File: config.mk
export PLATFORM = sky130hd
export DESIGN_NAME = counter
export DESIGN_NICKNAME = d
export VERILOG_FILES = /design/src/rtl/counter_pkg.sv /design/src/rtl/counter_prescaler.sv /design/src/rtl/counter.sv
export SDC_FILE = /design/constraint.sdc
export NUM_CORES = 1
export LEC_CHECK = 0
export BUFFER_PORTS_ARGS = -buffer_cell sky130_fd_sc_hd__buf_2
export CORE_AREA = 2 2 39 41
export CTS_BUF_LIST = sky130_fd_sc_hd__clkbuf_8
export CTS_CLUSTER_DIAMETER = 120
export DETAILED_ROUTE_END_ITERATION = 16
export DIE_AREA = 0 0 41 43
export HOLD_SLACK_MARGIN = 0.06
export MAX_ROUTING_LAYER = met4
export SETUP_SLACK_MARGIN = 0.2
export SLEW_MARGIN = 20
export SYNTH_ARGS = -nofsm -noshare
export SYNTH_HDL_FRONTEND = slang
export SYNTH_SLANG_ARGS = --single-unit
File: constraint.sdc
create_clock -name clock -period 1 [get_ports clock]
set_input_delay 0.2 -clock clock [delete_from_list [all_inputs] [get_ports clock]]
set_output_delay 0.2 -clock clock [all_outputs]
set_load 0.005 [all_outputs]
File: src/rtl/counter_pkg.sv
// Shared constants and helpers for the counter timebase.
// Optional load port support is enabled with the COUNTER_LOAD_EN macro.
package counter_pkg;

  localparam int COUNTER_WIDTH_DEF    = 4;
  localparam int COUNTER_MODULUS_DEF  = 16;
  localparam int COUNTER_PRESCALE_DEF = 1;

  // Prescaler register width: enough bits to hold 0..prescale-1, never zero.
  function automatic int prescale_width(input int prescale);
    int w;
    w = $clog2(prescale);
    return (w < 1) ? 1 : w;
  endfunction

endpackage

File: src/rtl/counter_prescaler.sv
// Divides the clock into a one-cycle tick every PRESCALE rising edges.
// With PRESCALE=1 the tick is a constant 1 and no state is kept.
module counter_prescaler
  import counter_pkg::*;
#(
  parameter int PRESCALE = COUNTER_PRESCALE_DEF
) (
  input  logic clock,
  input  logic res,
  input  logic clear,
  output logic tick
);

  generate
    if (PRESCALE == 1) begin : g_bypass
      logic unused_inputs;
      assign unused_inputs = clock ^ res ^ clear;
      assign tick          = 1'b1;
    end else begin : g_div
      localparam int            PW   = prescale_width(PRESCALE);
      localparam logic [PW-1:0] LAST = PW'(PRESCALE - 1);

      logic [PW-1:0] cnt_q;
      logic [PW-1:0] cnt_d;

      // clear restarts the phase so the next tick is a full PRESCALE edges away.
      always_comb begin
        cnt_d = cnt_q;
        if (clear) begin
          cnt_d = '0;
        end else if (cnt_q >= LAST) begin
          cnt_d = '0;
        end else begin
          cnt_d = cnt_q + PW'(1);
        end
      end

      always_ff @(posedge clock or negedge res) begin
        if (!res) begin
          cnt_q <= '0;
        end else begin
          cnt_q <= cnt_d;
        end
      end

      assign tick = (cnt_q == LAST);
    end
  endgenerate

endmodule

File: src/rtl/counter.sv
// Free-running modulo up-counter with optional prescaler.
// Define COUNTER_LOAD_EN to add the synchronous load/load_value ports.
module counter
  import counter_pkg::*;
#(
  parameter int WIDTH    = COUNTER_WIDTH_DEF,
  parameter int MODULUS  = COUNTER_MODULUS_DEF,
  parameter int PRESCALE = COUNTER_PRESCALE_DEF
) (
  input  logic             clock,
  input  logic             res,
`ifdef COUNTER_LOAD_EN
  input  logic             load,
  input  logic [WIDTH-1:0] load_value,
`endif
  output logic [WIDTH-1:0] count,
  output logic             wrap
);

  localparam logic [WIDTH-1:0] LAST = WIDTH'(MODULUS - 1);

  logic             tick;
  logic             clear;
  logic [WIDTH-1:0] count_q;
  logic [WIDTH-1:0] count_d;

  counter_prescaler #(
    .PRESCALE (PRESCALE)
  ) u_prescaler (
    .clock (clock),
    .res   (res),
    .clear (clear),
    .tick  (tick)
  );

`ifdef COUNTER_LOAD_EN
  localparam logic [WIDTH:0] MOD_EXT = (WIDTH + 1)'(MODULUS);

  logic load_in_range;
  assign load_in_range = ({1'b0, load_value} < MOD_EXT);
  assign clear         = load;

  always_comb begin
    count_d = count_q;
    if (load) begin
      count_d = load_in_range ? load_value : '0;
    end else if (tick) begin
      // >= rather than == so an out-of-range value recovers on the next tick.
      count_d = (count_q >= LAST) ? '0 : count_q + WIDTH'(1);
    end
  end

  assign wrap = tick & (count_q == LAST) & ~load;
`else
  assign clear = 1'b0;

  always_comb begin
    count_d = count_q;
    if (tick) begin
      // >= rather than == so an out-of-range value recovers on the next tick.
      count_d = (count_q >= LAST) ? '0 : count_q + WIDTH'(1);
    end
  end

  assign wrap = tick & (count_q == LAST);
`endif

  always_ff @(posedge clock or negedge res) begin
    if (!res) begin
      count_q <= '0;
    end else begin
      count_q <= count_d;
    end
  end

  assign count = count_q;

endmodule

==> impl_metrics.csv, run 1 <==
group,metric,value,unit
power,pwr-share-seq,0.323,
floorplanning,core_area,0.001384,mm^2
grt,grt_usage,0.06605,
power,internal_power,423.1,uW
logic_synthesis,synth.avg_cell_area,12.99,um^2
logic_synthesis,synth_flop_cell,"dfrtp_1",
power,switching_power,80.99,uW
clock_network,clkLatencyLatePin,0.21,ns
final_layout,antennaDiodeCount,0,
sta,fin_ws,-0.2315,ns
routing,avgViaCountPerCell,3.788,
flow_run,drv_cap,0,
floorplanning,die_area,0.001763,mm^2
logic_synthesis,yosysWarnings,0,
routing,via_count,197,
grt,grt_pass1_vias,192,
clock_network,cts_sinks,4,
sta,relSlewSlack,0.9062,
power,power_frac_comb,0.015,
setup_path,crit_family,"flip-flops",
final_layout,syn_to_final_growth,143.7,%
grt,grt_max_degree,6,
floorplanning,die_width,41,um
routing,drt_pass1_iterations,2,
grt,grt.overflow.total,0,
sta,rsz0062_at_grt,"yes",
floorplanning,rows,14,
sta,whs,0.3294,ns
placed_design,place.gp.congestion,0.5452,
clock_network,cts_tree,"done",
placed_design,dpl_cell_area,251.5,um^2
grt,antenna_found_initial,0,
final_layout,final_cell_area,411.6,um^2
clock_network,clockBufferDepth,2,
setup_path,worstSetupPathType,"reg -> out",
logic_synthesis,synth_fp_nets,16,
power,p_per_area,1225,mW/mm^2
sta,fin_crit_sh,1.232,
logic_synthesis,synth_edf_count,0,
setup_path,cpPeakStageDelay,0.38,ns
routing,drt.antenna.violating_nets,0,
outcome,violations,"negative setup slack",
setup_path,arrival,1.03,ns
sta,finalMaxSlewViolations,0,
power,p_leak,0.0002195,uW
floorplanning,initial_utilization,0.1221,
logic_synthesis,syn-cell-area,168.9,um^2
sta,timing.fmax,812.0,MHz
routing,drc_errors,0,
logic_synthesis,synth_area_leaders,"dfrtp_1, ha_1, a311o_1",
sta,skew,0.004418,ns
sta,worstMarginPinSlew,0.1407,ns
final_layout,drive_gt1_frac,0.7222,
setup_path,worstSetupStartpointType,"flop",
setup_path,r2r_cells,4,
clock_network,numCtsBuffers,3,
outcome,status,"finished with violations",
setup_path,endpoint_kind,"output port",
final_layout,nets,41,
logic_synthesis,synth-seq-cells,4,
setup_path,crit_slowest_cell,"dfrtp_1",
floorplanning,io-pin-count,7,
grt,grt_pass1_wl,662,um
setup_path,path_max_fanout,2,
routing,avgRoutedWirePerCell,10.25,um
power,power_frac_clock,0.662,
sta,setup_viol,7,
sta,fin_setup_tns,-1.059,ns
setup_path,cp.buffers_inverters,1,
routing,drt_wl_total,533,um
clock_network,ctsRootBufferMaster,"clkbuf_8",
floorplanning,die_h,43,um
setup_path,path_cells,"ha_2 > and3_4 > buf_6",
placed_design,io_buffer_count,6,
logic_synthesis,seq_area_frac_synth,0.5926,
logic_synthesis,ys_types,10,
clock_network,clk_pin_slew,0.03,ns
power,design_power_total,504.1,uW
setup_path,worstPathRequired,0.80,ns
logic_synthesis,yosysTopAreaCellShare,0.5926,
hold_path,hold_path.class,"in -> async",
clock_network,ctsHtreeMaxLevel,1,
routing,drtIter0Drc,2,
final_layout,largest_reg_flops,4,
setup_path,worstSetupPathDepth,3,
logic_synthesis,netlist_instances,13,
logic_synthesis,yosys.area.top_type,"dfrtp_1",
power,swShare,0.1607,
logic_synthesis,yosysMostFrequentCell,"dfrtp_1",
sta,hold_violations,0,
power,ir_drop,0.0002809,V
logic_synthesis,async_flop_share,1.000,
sta,post-route-min-period,1.232,ns
final timing paths:
check	from	to	slack, ns
worst max-delay path	count[1]$_DFF_PN0_	wrap	-0.23
worst min-delay path	res	count[2]$_DFF_PN0_	0.33
worst max register to register	count[1]$_DFF_PN0_	count[3]$_DFF_PN0_	-0.20
worst min register to register	count[1]$_DFF_PN0_	count[1]$_DFF_PN0_	0.53
max in group asynchronous	res	count[0]$_DFF_PN0_	0.55
min in group clock	count[1]$_DFF_PN0_	count[1]$_DFF_PN0_	0.53
stage by stage:
stage / utilization / worst slack [ns] / instances
after floorplan: - / -0.01540 / 13
after global placement: 0.1817 / -0.09573 / 39
after detailed placement: 0.1817 / -0.08637 / 39
after CTS: 0.2613 / -0.2255 / 48
after global routing: 0.2975 / -0.2692 / 52
final: 0.2975 / -0.2315 / 52
metal layers:
metal	up-vias	track usage	wire, um
li1	94	-	-
met2	7	0.09688	323
met1	94	0.03896	167
met4	0	0.08000	6
met5	-	-	0
met3	2	0.04712	35
logic make-up after synthesis:
logic type      Yosys count  synth area share
simple gates              5            0.2000
flops                     4            0.5926
compound gates            1           0.05926
xor+xnor                  1           0.05186
buf+inv                   1           0.02220
fa+ha+maj                 1           0.07406
repair_timing:
action | CTS | global route
setup endpoints to repair | 8 | 8
pin swaps | 3 | 1
gates resized for setup | 5 | 4
setup buffers | 5 | 4
hold buffers | 1 | 0
hold endpoints to repair | 4 | 0
layout by cell type, fill, tap and decap left out, drive strengths merged:
master / count
buf: 19
dfrtp: 4
clkbuf: 3
inv: 1
nand2: 1
and4b: 1
and2b: 1
a311o: 1
and3: 1
nor2: 1
xor2: 1
ha: 1
dlygate4sd3: 1
area by class of cell:
| cell class | instances | area, um^2 |
|---|---|---|
| clock buffer | 3 | 41.29 |
| fill | 141 | 972.2 |
| inverter | 1 | 3.754 |
| multi-input combinational | 8 | 78.83 |
| sequential | 4 | 100.1 |
| tap | 16 | 20.02 |
| timing repair buffer | 20 | 167.7 |
power by group through the flow:
stage	registers, uW	logic, uW	clock network, uW
after global placement	165	4.67	0
after floorplan	165	0.0000386	0
after global routing	163	8.67	359
after detailed placement	165	4.56	0
final	163	7.44	334
after CTS	163	7.67	346
Power figures use the tool's default switching activity.
==> inputs of run 2 (changes only) <==
- SYNTH_HIERARCHICAL: default -> 1
- clock period: 1 -> 1.5 ns (I/O delays scaled with it)
==> impl_metrics.csv, run 2 <==
group,metric,value,unit
power,p_leak,0.0001503,uW
floorplanning,core_area,0.001384,mm^2
power,power_frac_comb,0.353,
sta,setup_viol,0,
logic_synthesis,syn-cell-area,198.9,um^2
setup_path,crit_slowest_cell,"dfrtp_1",
grt,grt_usage,0.06722,
grt,grt.overflow.total,0,
setup_path,path_max_fanout,2,
setup_path,reg2reg_from,"count[1]$_DFFE_PN0P_",
power,internal_power,459.9,uW
logic_synthesis,yosysWarnings,6,
sta,fin_crit_sh,0.8602,
routing,drt_wl_total,436,um
clock_network,clockBufferDepth,2,
sta,fin_setup_tns,0,ns
final_layout,antennaDiodeCount,0,
routing,drt.antenna.violating_nets,0,
clock_network,ctsHtreeMaxLevel,1,
setup_path,rrSetupSlack,0.44,ns
floorplanning,initial_utilization,0.1438,
floorplanning,die_width,41,um
sta,post-route-min-period,1.290,ns
final_layout,largest_reg_flops,4,
setup_path,worstSetupStartpointType,"flop",
routing,drtIter0Drc,6,
placed_design,place.gp.congestion,0.6595,
clock_network,cts_sinks,4,
setup_path,worstPathRequired,1.20,ns
final_layout,nets,38,
power,design_power_total,662.5,uW
final_layout,finish.utilization,0.2369,
setup_path,path_cells,"ha_4 > nand2_1 > nor2_1 > buf_2",
final_layout,final_cell_area,327.8,um^2
routing,avgViaCountPerCell,3.796,
setup_path,cpPeakStageDelay,0.40,ns
power,power_frac_clock,0.330,
routing,avgRoutedWirePerCell,8.898,um
setup_path,endpoint_kind,"output port",
sta,timing.fmax,775.0,MHz
power,switching_power,202.6,uW
sta,skew,0.002123,ns
floorplanning,die_area,0.001763,mm^2
placed_design,hpwl,303.6,um
setup_path,r2r-end,"count[3]$_DFFE_PN0P_",
floorplanning,io-pin-count,7,
floorplanning,rows,14,
hold_path,hold_path.class,"in -> async",
floorplanning,die_h,43,um
final_layout,syn_to_final_growth,64.78,%
clock_network,numCtsBuffers,3,
logic_synthesis,synth_fp_nets,24,
setup_path,worstSetupPathType,"reg -> out",
setup_path,arrival,0.99,ns
logic_synthesis,synth.avg_cell_area,9.473,um^2
routing,drc_errors,0,
sta,whs,0.4205,ns
final_layout,final_common_cell,"buf_2",
sta,hold_violations,0,
setup_path,crit_path_end,"wrap",
sta,rsz0062_at_grt,"yes",
power,pwr-share-seq,0.317,
routing,drt_pass1_iterations,2,
clock_network,cts_tree,"done",
flow_run,drv_cap,0,
power,ir_drop,0.0005291,V
grt,grt_pass1_vias,174,
sta,finalMaxSlewViolations,0,
power,swShare,0.3059,
grt,grt_max_degree,7,
clock_network,clkLatencyLatePin,0.21,ns
setup_path,startpoint,"count[1]$_DFFE_PN0P_",
logic_synthesis,netlist_instances,21,
routing,via_count,186,
placed_design,io_buffer_count,6,
final_layout,final_cell_mix,"buf_2, dfrtp_1, nand2_1, clkbuf_8, buf_4",
power,p_per_area,2021,mW/mm^2
placed_design,dpl_cell_area,241.5,um^2
outcome,status,"complete, no violations",
clock_network,clk_pin_slew,0.03,ns
clock_network,ctsRootBufferMaster,"clkbuf_8",
grt,grt_pass1_wl,703,um
final_layout,drive_gt1_frac,0.4242,
setup_path,r2r_cells,5,
grt,antenna_found_initial,0,
run 2: through the flow:
stage / setup WS, ns / instances
2_1_floorplan: 0.4367 / 21
3_3_place_gp: 0.3258 / 42
3_5_place_dp: 0.3122 / 42
4_1_cts: 0.2088 / 49
5_1_grt: 0.1362 / 49
6_report: 0.2097 / 49
run 2: power groups by stage:
stage,registers [uW],logic [uW],clock network (uW)
final,210,234,219
after global routing,222,270,233
after CTS,209,227,226
after detailed placement,213,159,0
after global placement,213,156,0
after floorplan,211,90.1,0
run 2: worst min-delay path by stage:
stage                                end  slack (ns)  cells after the start
floorplan           count[0]$_DFFE_PN0P_       0.004                      0
global placement    count[0]$_DFFE_PN0P_        0.11                      1
detailed placement  count[0]$_DFFE_PN0P_        0.11                      1
CTS                 count[0]$_DFFE_PN0P_        0.42                      2
global route        count[3]$_DFFE_PN0P_        0.45                      2
finish              count[0]$_DFFE_PN0P_        0.42                      2
run 2: cell type report:
cell class	count	area, um^2
fillers	147	1056
flip-flops and latches	4	100.1
multi-input cells	15	100.1
repair buffers	10	62.56
clock buffers	3	41.29
well taps	16	20.02
inverters	1	3.754
run 2: worst max-delay path: cells and delay by family (launching register included):
kind                     cells  cell delay (ns)
flip-flops                   1             0.40
buffers and inverters        1             0.11
AND/OR/NAND/NOR              2             0.08
adder cells (fa/ha/maj)      1             0.17
run 2: routing by layer:
layer | vias up | track usage | part of all wire
li1 | 95 | - | -
met1 | 84 | 0.07516 | 0.47
met2 | 5 | 0.08438 | 0.46
met3 | 2 | 0.01571 | 0.050
met4 | 0 | 0.08000 | 0.014
met5 | - | - | 0
run 2: what timing repair did:
action,in CTS,in global routing
pin swaps,1,0
gates resized for setup,2,0
hold endpoints to repair,4,0
setup buffers,3,0
endpoints found under the setup margin,1,1
hold buffers,1,0
==> inputs of run 3 (changes only) <==
- clock period: 1.5 -> 1.19 ns (I/O delays scaled with it)
==> impl_metrics.csv, run 3 (synthesis results as in run 2) <==
group,metric,value,unit
outcome,status,"finished with violations",
outcome,violations,"negative setup slack",
routing,via_count,208,
power,power_frac_clock,0.250,
setup_path,rrSetupSlack,0.05,ns
routing,drtIter0Drc,1,
power,design_power_total,1118,uW
routing,drt.antenna.violating_nets,0,
final_layout,final_cell_area,425.4,um^2
power,p_leak,0.0002074,uW
power,switching_power,336.3,uW
sta,hold_violations,0,
sta,post-route-min-period,1.230,ns
clock_network,numCtsBuffers,3,
clock_network,clockBufferDepth,2,
routing,drt_pass1_iterations,2,
grt,grt_pass1_vias,210,
floorplanning,die_area,0.001763,mm^2
floorplanning,io-pin-count,7,
floorplanning,initial_utilization,0.1438,
setup_path,path_max_fanout,4,
final_layout,syn_to_final_growth,113.8,%
sta,fin_crit_sh,1.033,
sta,fin_setup_tns,-0.1068,ns
placed_design,io_buffer_count,6,
placed_design,place.gp.congestion,0.7484,
final_layout,drive_gt1_frac,0.6154,
routing,drt_wl_total,591,um
sta,skew,0.002900,ns
setup_path,arrival,0.99,ns
setup_path,endpoint_kind,"output port",
final_layout,final_cell_mix,"buf_6, buf_4, dfrtp_1, buf_2",
routing,drc_errors,0,
grt,grt_usage,0.07835,
setup_path,worstPathRequired,0.95,ns
setup_path,worstSetupPathType,"reg -> out",
power,p_per_area,2628,mW/mm^2
flow_run,drv_cap,0,
sta,fin_ws,-0.03961,ns
hold_path,hold_path.class,"in -> async",
power,pwr-share-seq,0.225,
grt,grt_max_degree,7,
clock_network,ctsRootBufferMaster,"clkbuf_8",
clock_network,clkLatencyLatePin,0.21,ns
sta,finalMaxSlewViolations,0,
clock_network,cts_sinks,4,
final_layout,nets,44,
sta,setup_viol,3,
grt,grt_pass1_wl,814,um
floorplanning,die_h,43,um
power,power_frac_comb,0.525,
floorplanning,rows,14,
placed_design,hpwl,321.5,um
sta,timing.fmax,813.3,MHz
power,internal_power,781.7,uW
routing,avgRoutedWirePerCell,10.75,um
clock_network,ctsHtreeMaxLevel,1,
final_layout,largest_reg_flops,4,
final_layout,antennaDiodeCount,0,
grt,antenna_found_initial,0,
placed_design,dpl_cell_area,259.0,um^2
routing,avgViaCountPerCell,3.782,
floorplanning,die_width,41,um
clock_network,cts_tree,"done",
setup_path,worstSetupStartpointType,"flop",
floorplanning,core_area,0.001384,mm^2
grt,grt.overflow.total,0,
power,ir_drop,0.0009042,V
clock_network,clk_pin_slew,0.03,ns
sta,rsz0062_at_grt,"yes",
power,swShare,0.3008,
final_layout,final_common_cell,"buf_6",
run 3: changes by cell type in the layout (fill, tap and decap cells not counted), moves of 2 or more:
cell	delta
buf_2	-2
buf_6	+6
nand2_1	-2
buf_4	+2
run 3: cell type report:
class	instances	area, um^2
fillers	147	958.4
repair buffers	16	135.1
multi-input cells	15	125.1
flip-flops and latches	4	100.1
clock buffers	3	41.29
well taps	16	20.02
inverters	1	3.754
run 3: path summary, 6_finish.rpt:
kind / start / endpoint / depth (start not counted)
max: count[1]$_DFFE_PN0P_ / count[1] / 3
min: res / count[2]$_DFFE_PN0P_ / 2
max reg2reg: count[0]$_DFFE_PN0P_ / count[3]$_DFFE_PN0P_ / 6
min reg2reg: count[3]$_DFFE_PN0P_ / count[3]$_DFFE_PN0P_ / 2
max in group asynchronous: res / count[0]$_DFFE_PN0P_ / 2
min in group clock: count[3]$_DFFE_PN0P_ / count[3]$_DFFE_PN0P_ / 2
run 3: layer usage:
layer  GRT usage  vias to the layer above  wire length, um
met3     0.06283                        0               49
met1     0.07443                       96              219
li1            -                      105                -
met4     0.06000                        0                0
met5           -                        -                0
met2      0.1000                        7              322
run 3: repair_timing:
| action | CTS | global route |
|---|---|---|
| gates resized for setup | 2 | 12 |
| endpoints found under the hold margin | 4 | 0 |
| hold buffers | 1 | 0 |
| buffers inserted | 4 | 3 |
| pin swaps | 1 | 2 |
| gates cloned | 0 | 0 |
| setup endpoints to repair | 6 | 9 |
run 3: power groups by stage:
stage	combinational [uW]	sequential (uW)	clock (uW)
2_1_floorplan	116	268	0
4_1_cts	385	239	288
6_report	587	251	279
5_1_grt	644	259	308
3_3_place_gp	256	255	0
3_5_place_dp	263	256	0
run 3: per-stage QoR:
step | std cells | utilization | setup slack [ns] | hold WS, ns
2_1_floorplan | 21 | - | 0.1443 | -0.05759
3_3_place_gp | 44 | 0.1872 | 0.1540 | 0.04227
3_5_place_dp | 44 | 0.1872 | 0.1504 | 0.04507
4_1_cts | 52 | 0.2486 | -0.03998 | 0.3526
5_1_grt | 55 | 0.3074 | -0.1010 | 0.3860
6_report | 55 | 0.3074 | -0.03961 | 0.3549
run 3: worst max-delay path, stage by stage, from the launching register on:
cell	delay, ns
dfrtp_1	0.40
buf_4	0.15
buf_6	0.11
buf_2	0.12
